<file path="src/rtl/maxnet_pkg.sv">
// rtl/maxnet_pkg.sv - shared constants, FSM state type and fixed-point helper for the Maxnet engine
package maxnet_pkg;

  localparam int WIDTH = 32;
  localparam int FRAC = 16;
  localparam logic signed [WIDTH-1:0] EPS_DEFAULT = 32'sh0000_3333;
  localparam int MAX_ITER_DEFAULT = 64;
  localparam int N = 4;

  typedef enum logic [1:0] {IDLE, ITER, DONE} state_t;

  // Full-precision product, then floor division by 2^FRAC through the arithmetic shift.
  function automatic logic signed [2*WIDTH+1:0] mul_shift(
    input logic signed [WIDTH-1:0] a,
    input logic signed [WIDTH+1:0] b
  );
    logic signed [2*WIDTH+1:0] prod;
    prod = (2*WIDTH+2)'(a) * (2*WIDTH+2)'(b);
    return prod >>> FRAC;
  endfunction

endpackage

</file>
<file path="src/rtl/maxnet_if.sv">
// rtl/maxnet_if.sv - start/operand/result bundle between the controller and the Maxnet engine
interface maxnet_if import maxnet_pkg::*; #(
  parameter int MAX_ITER = MAX_ITER_DEFAULT
);
  localparam int CW = $clog2(MAX_ITER + 1);

  logic             start;
  logic [WIDTH-1:0] in0;
  logic [WIDTH-1:0] in1;
  logic [WIDTH-1:0] in2;
  logic [WIDTH-1:0] in3;
  logic             busy;
  logic             done;
  logic [1:0]       winner;
  logic [WIDTH-1:0] winner_val;
  logic             no_winner;
  logic             timeout;
  logic [CW-1:0]    iter_count;

  modport master (
    output start, in0, in1, in2, in3,
    input  busy, done, winner, winner_val, no_winner, timeout, iter_count
  );

  modport slave (
    input  start, in0, in1, in2, in3,
    output busy, done, winner, winner_val, no_winner, timeout, iter_count
  );

endinterface

</file>
<file path="src/rtl/maxnet_neuron.sv">
// rtl/maxnet_neuron.sv - combinational lateral-inhibition update for one neuron
module maxnet_neuron import maxnet_pkg::*; #(
  parameter logic signed [WIDTH-1:0] EPS = EPS_DEFAULT
) (
  input  logic [WIDTH-1:0]        x,
  input  logic signed [WIDTH+1:0] s,
  output logic [WIDTH-1:0]        x_next
);

  logic signed [WIDTH+1:0]   o;
  logic signed [2*WIDTH+1:0] p;
  logic signed [2*WIDTH+1:0] d;

  // x is never negative, so d <= x and the low WIDTH bits hold any positive result.
  always_comb begin
    o      = s - $signed({2'b00, x});
    p      = mul_shift(EPS, o);
    d      = $signed({{(WIDTH+2){1'b0}}, x}) - p;
    x_next = (d[2*WIDTH+1] || (d == '0)) ? '0 : d[WIDTH-1:0];
  end

endmodule

</file>
<file path="src/rtl/maxnet_engine.sv">
// rtl/maxnet_engine.sv - iterative 4-neuron Maxnet winner-take-all engine
module maxnet_engine import maxnet_pkg::*; #(
  parameter logic signed [WIDTH-1:0] EPS = EPS_DEFAULT,
  parameter int MAX_ITER = MAX_ITER_DEFAULT
) (
  input logic clk,
  input logic rst,
  maxnet_if.slave bus
);

  localparam int CW = $clog2(MAX_ITER + 1);

  state_t                  state;
  logic [WIDTH-1:0]        x      [N];
  logic [WIDTH-1:0]        x_next [N];
  logic [WIDTH-1:0]        in_w   [N];
  logic signed [WIDTH+1:0] sum;
  logic [2:0]              nz;
  logic [1:0]              top_idx;
  logic [CW-1:0]           iter_count;
  logic                    busy;
  logic                    done;
  logic                    no_winner;
  logic                    timeout;
  logic [1:0]              winner;
  logic [WIDTH-1:0]        winner_val;

  assign in_w[0] = bus.in0;
  assign in_w[1] = bus.in1;
  assign in_w[2] = bus.in2;
  assign in_w[3] = bus.in3;

  // Largest neuron with lowest-index tie break; when nz<=1 this is also the sole survivor (or 0).
  always_comb begin
    sum     = '0;
    nz      = '0;
    top_idx = '0;
    for (int i = 0; i < N; i++) begin
      sum = sum + $signed({2'b00, x[i]});
      nz  = nz + {2'b00, (x[i] != '0)};
      if (x[i] > x[top_idx]) top_idx = 2'(i);
    end
  end

  for (genvar g = 0; g < N; g++) begin : g_neuron
    maxnet_neuron #(.EPS(EPS)) u_neuron (
      .x      (x[g]),
      .s      (sum),
      .x_next (x_next[g])
    );
  end

  always_ff @(posedge clk or posedge rst) begin
    if (rst) begin
      state      <= IDLE;
      for (int i = 0; i < N; i++) x[i] <= '0;
      iter_count <= '0;
      busy       <= 1'b0;
      done       <= 1'b0;
      no_winner  <= 1'b0;
      timeout    <= 1'b0;
      winner     <= '0;
      winner_val <= '0;
    end else begin
      case (state)
        IDLE, DONE: begin
          if (bus.start) begin
            for (int i = 0; i < N; i++) x[i] <= in_w[i][WIDTH-1] ? '0 : in_w[i];
            iter_count <= '0;
            timeout    <= 1'b0;
            no_winner  <= 1'b0;
            done       <= 1'b0;
            busy       <= 1'b1;
            state      <= ITER;
          end
        end
        ITER: begin
          if ((nz <= 3'd1) || (iter_count == CW'(MAX_ITER))) begin
            state      <= DONE;
            busy       <= 1'b0;
            done       <= 1'b1;
            winner     <= top_idx;
            winner_val <= x[top_idx];
            no_winner  <= (nz == 3'd0);
            timeout    <= (nz > 3'd1);
          end else begin
            for (int i = 0; i < N; i++) x[i] <= x_next[i];
            iter_count <= iter_count + 1'b1;
          end
        end
        default: state <= IDLE;
      endcase
    end
  end

  assign bus.busy       = busy;
  assign bus.done       = done;
  assign bus.winner     = winner;
  assign bus.winner_val = winner_val;
  assign bus.no_winner  = no_winner;
  assign bus.timeout    = timeout;
  assign bus.iter_count = iter_count;

endmodule

</file>
<file path="src/flat_wrapper.sv">
// flat-port wrapper written by rule: the top's interface ports become plain ports
module maxnet_engine_flat import maxnet_pkg::*;
#(
  parameter logic signed [WIDTH-1:0] EPS = EPS_DEFAULT,
  parameter int MAX_ITER = MAX_ITER_DEFAULT
)
  (clk, rst, bus_start, bus_in0, bus_in1, bus_in2, bus_in3, bus_busy, bus_done, bus_winner, bus_winner_val, bus_no_winner, bus_timeout, bus_iter_count);
  maxnet_if #(.MAX_ITER(MAX_ITER)) bus_i ();
  input logic clk;
  input logic rst;
  input wire logic [$bits(bus_i.start)-1:0] bus_start;
  input wire logic [$bits(bus_i.in0)-1:0] bus_in0;
  input wire logic [$bits(bus_i.in1)-1:0] bus_in1;
  input wire logic [$bits(bus_i.in2)-1:0] bus_in2;
  input wire logic [$bits(bus_i.in3)-1:0] bus_in3;
  output wire logic [$bits(bus_i.busy)-1:0] bus_busy;
  output wire logic [$bits(bus_i.done)-1:0] bus_done;
  output wire logic [$bits(bus_i.winner)-1:0] bus_winner;
  output wire logic [$bits(bus_i.winner_val)-1:0] bus_winner_val;
  output wire logic [$bits(bus_i.no_winner)-1:0] bus_no_winner;
  output wire logic [$bits(bus_i.timeout)-1:0] bus_timeout;
  output wire logic [$bits(bus_i.iter_count)-1:0] bus_iter_count;
  assign bus_i.start = bus_start;
  assign bus_i.in0 = bus_in0;
  assign bus_i.in1 = bus_in1;
  assign bus_i.in2 = bus_in2;
  assign bus_i.in3 = bus_in3;
  assign bus_busy = bus_i.busy;
  assign bus_done = bus_i.done;
  assign bus_winner = bus_i.winner;
  assign bus_winner_val = bus_i.winner_val;
  assign bus_no_winner = bus_i.no_winner;
  assign bus_timeout = bus_i.timeout;
  assign bus_iter_count = bus_i.iter_count;
  maxnet_engine #(.EPS(EPS), .MAX_ITER(MAX_ITER)) u_core (.clk(clk), .rst(rst), .bus(bus_i));
endmodule
</file>
<file path="config.mk">
export PLATFORM = sky130hd
export DESIGN_NAME = maxnet_engine_flat
export DESIGN_NICKNAME = d
export VERILOG_FILES = /design/src/rtl/maxnet_pkg.sv /design/src/rtl/maxnet_if.sv /design/src/rtl/maxnet_neuron.sv /design/src/rtl/maxnet_engine.sv /design/src/flat_wrapper.sv
export SDC_FILE = /design/constraint.sdc
export NUM_CORES = 2
export LEC_CHECK = 0
export BUFFER_PORTS_ARGS = -buffer_cell sky130_fd_sc_hd__buf_4
export CAP_MARGIN = 20
export CORE_MARGIN = 1
export CORE_UTILIZATION = 55
export DETAILED_ROUTE_END_ITERATION = 8
export PLACE_DENSITY = 0.79
export SLEW_MARGIN = 20
export SYNTH_ARGS = -nofsm -noshare
export SYNTH_HDL_FRONTEND = slang
export SYNTH_HIERARCHICAL = 1
export SYNTH_SLANG_ARGS = --single-unit
export TNS_END_PERCENT = 10
</file>
<file path="constraint.sdc">
create_clock -name clk -period 24.5 [get_ports clk]
set_clock_uncertainty 0.15 [all_clocks]
set_input_delay 4.9 -clock clk [delete_from_list [all_inputs] [get_ports clk]]
set_output_delay 4.9 -clock clk [all_outputs]
set_load 0.005 [all_outputs]
</file>
==> impl_metrics.ini <==
[layout]
finish.net_count = 9359
layout.area.seq_um2 = 4380
final_cell_mix = inv_1 (1349), ha_1 (1066), fa_1 (721), a21oi_1 (479), nor2_1 (370)
final_cells = 8969
drive_gt1_share_pct = 6.68
final_common_cell = inv_1
multi_input_area_um2 = 53100
nFillCells = 10200
area_delta_synth_final_pct = 5.94

[sta]
fmax_ghz = 0.0655
worst_slew_pin_slew_ns = 1.36
fin_tns_setup_ns = 0
setup_violations = 0
final_max_slew_viol_count = 0
rsz0062_at_grt = no
period_share_pct = 62.3
finalHoldViolCount = 0
timing.slew.headroom_pct = 8.85
fin_crit_ns = 15.27

[floorplanning]
dieHeight_um = 341
initial_utilization_pct = 55.4
rows = 124
coreArea_um2 = 114000
dieArea_um2 = 116000
fp.dieW_um = 341
ios = 176

[logic_synthesis]
syn-cell-area_um2 = 63300
yosysTopAreaCell = fa_1
synth_area_per_cell_um2 = 8.61
synth-edff-count = 0
synth-warning-count = 6
yosys_most_used_dff = dfrtp_1
synth.top_cell.area_share_pct = 22.8
synth_nets = 9272
async_flop_share_pct = 100
synthTopCellsByArea = fa_1 (23%), ha_1 (21%), inv_1 (8.0%)
yosysSeqAreaShare_pct = 6.92
ys_ff_latch = 175
ys_types = 119
synth_cells = 7354

[setup_path]
required_ns = 24.72
worstSetupEndpointType = flip-flop
cp_slowest_cell = dfrtp_1
max_stage_delay_ns = 0.63
crit_type = reg2reg
r2r-end = u_core/x[0]
critPathMaxFanout = 32
ff2ff_path_depth = 55
crit_arrival_ns = 15.49
rrSetupSlack_ns = 9.23
r2r_start = u_core/x[65]
start_kind = flip-flop

[status]
status = completed

[clock_tree]
cts_hold_buffers = 0
h-tree-depth = 4
cts-root-buf = clkbuf_16
clk_latency_ns = 0.52
numClockSinks = 175
cts_buffers = 17
cts_tree = built
cts_setup_buffers = 0
clockBufferDepth = 2
cts_resized = 0
clk_pin_slew_ns = 0.08

[drt]
drcViolationCount = 0
num_vias = 54800
dr.first_iter.drc_count = 5181
dr.pass1.iters = 6
ant_nets = 0
wl_per_cell_um = 23.4
routed_wl_um = 210000
via_per_inst = 6.11

[global_route]
antenna_found_initial = 5
grt_pass1_vias = 54900
grt_pass1_wl_um = 321000
grt.total_usage_pct = 36.0
grt_overflow_total = 0
grt_start_max_net_pins = 112

[worst_hold_path]
hp-class = reg2reg
holdCritStartpoint = u_core/state[1]
hold_depth = 2
whs_endpoint = u_core/state[1]

[placement]
port_buffers = 175
dp_cells = 8932
gp_congestion = 1.06
place_hpwl_um = 177000

[job]
maxCapViolCount = 0
-- through the flow --
stage,util (%),hold slack [ns],instance area [µm²],setup slack (ns)
after global placement,58.1,0.309,66400,9.59
after CTS,58.7,0.334,67000,9.56
after detailed placement,58.2,0.314,66400,9.61
after global routing,58.7,0.382,67000,8.33
after floorplan,-,0.297,63300,11.71
final,58.7,0.335,67000,9.23
-- cell usage after synthesis (all sizes together), types with 76 or more instances --
library cell and number:
nand2b 79, clkbuf 123, o21ai 379, inv 1354, xor2 310, nor3 98
fa 721, a21oi 493, nand3 95, ha 1066, o21a 81, a21o 344
nor2 371, nor2b 103, nand2 306, xnor2 271, dfrtp 175, nand4 76
-- routing by layer --
layer | global-route usage, % | share of wire, % | vias to the layer above
met2 | 55.7 | 44 | 2465
met4 | 20.0 | 6.5 | 8
met3 | 7.79 | 9.2 | 577
met5 | 0 | 0.026 | -
li1 | - | - | 25200
met1 | 46.8 | 41 | 26600
-- sequential cells by signal, summed over array words and instances (netlist names) --
signal / cells
u_core/bus.done: 1
u_core/state: 2
u_core/bus.winner_val: 32
u_core/bus.busy: 1
u_core/bus.winner: 2
u_core/x: 128
u_core/bus.iter_count: 7
u_core/bus.no_winner: 1
u_core/bus.timeout: 1
-- kinds of logic after synthesis --
family,after synthesis,share of synthesized area (%)
AOI/OAI and AO/OA,1880,20.3
adders and majority gates,1787,43.9
buffers and inverters,1541,9.37
and+or+nand+nor,1347,10.5
xor gates and xnor gates,587,8.35
DFF,175,6.92
muxes,37,0.607
-- worst max-delay path, delay by kind of cell, from the launching register on --
kind | cells | cell delay [ns]
AOI/OAI and AO/OA | 26 | 5.65
adders and majority gates | 13 | 5.23
and+or+nand+nor | 7 | 1.39
buffers and inverters | 7 | 1.03
xor gates and xnor gates | 2 | 0.98
DFF | 1 | 0.63
-- worst max-delay path by stage --
stage | startpoint | endpoint | cells after the start
floorplan | u_core/x[1] | u_core/x[58] | 54
global placement | u_core/x[65] | u_core/x[113] | 56
detailed placement | u_core/x[33] | u_core/x[40] | 53
CTS | u_core/x[65] | u_core/x[0] | 55
global route | u_core/x[65] | u_core/x[8] | 55
finish | u_core/x[65] | u_core/x[0] | 55
-- layout make-up --
class	count	share of cell area (%)
clock buffers	17	0.634
repair buffers	254	2.87
diodes	4	0.0149
inverters	1355	7.60
flip-flops and latches	175	6.53
multi-input cells	5638	79.3
clock inverters	14	0.259
well taps	1512	2.82
Power is left out: the tool's default activity adds up to more than one toggle a clock period on the data nets, which glitch-free logic cannot reach.
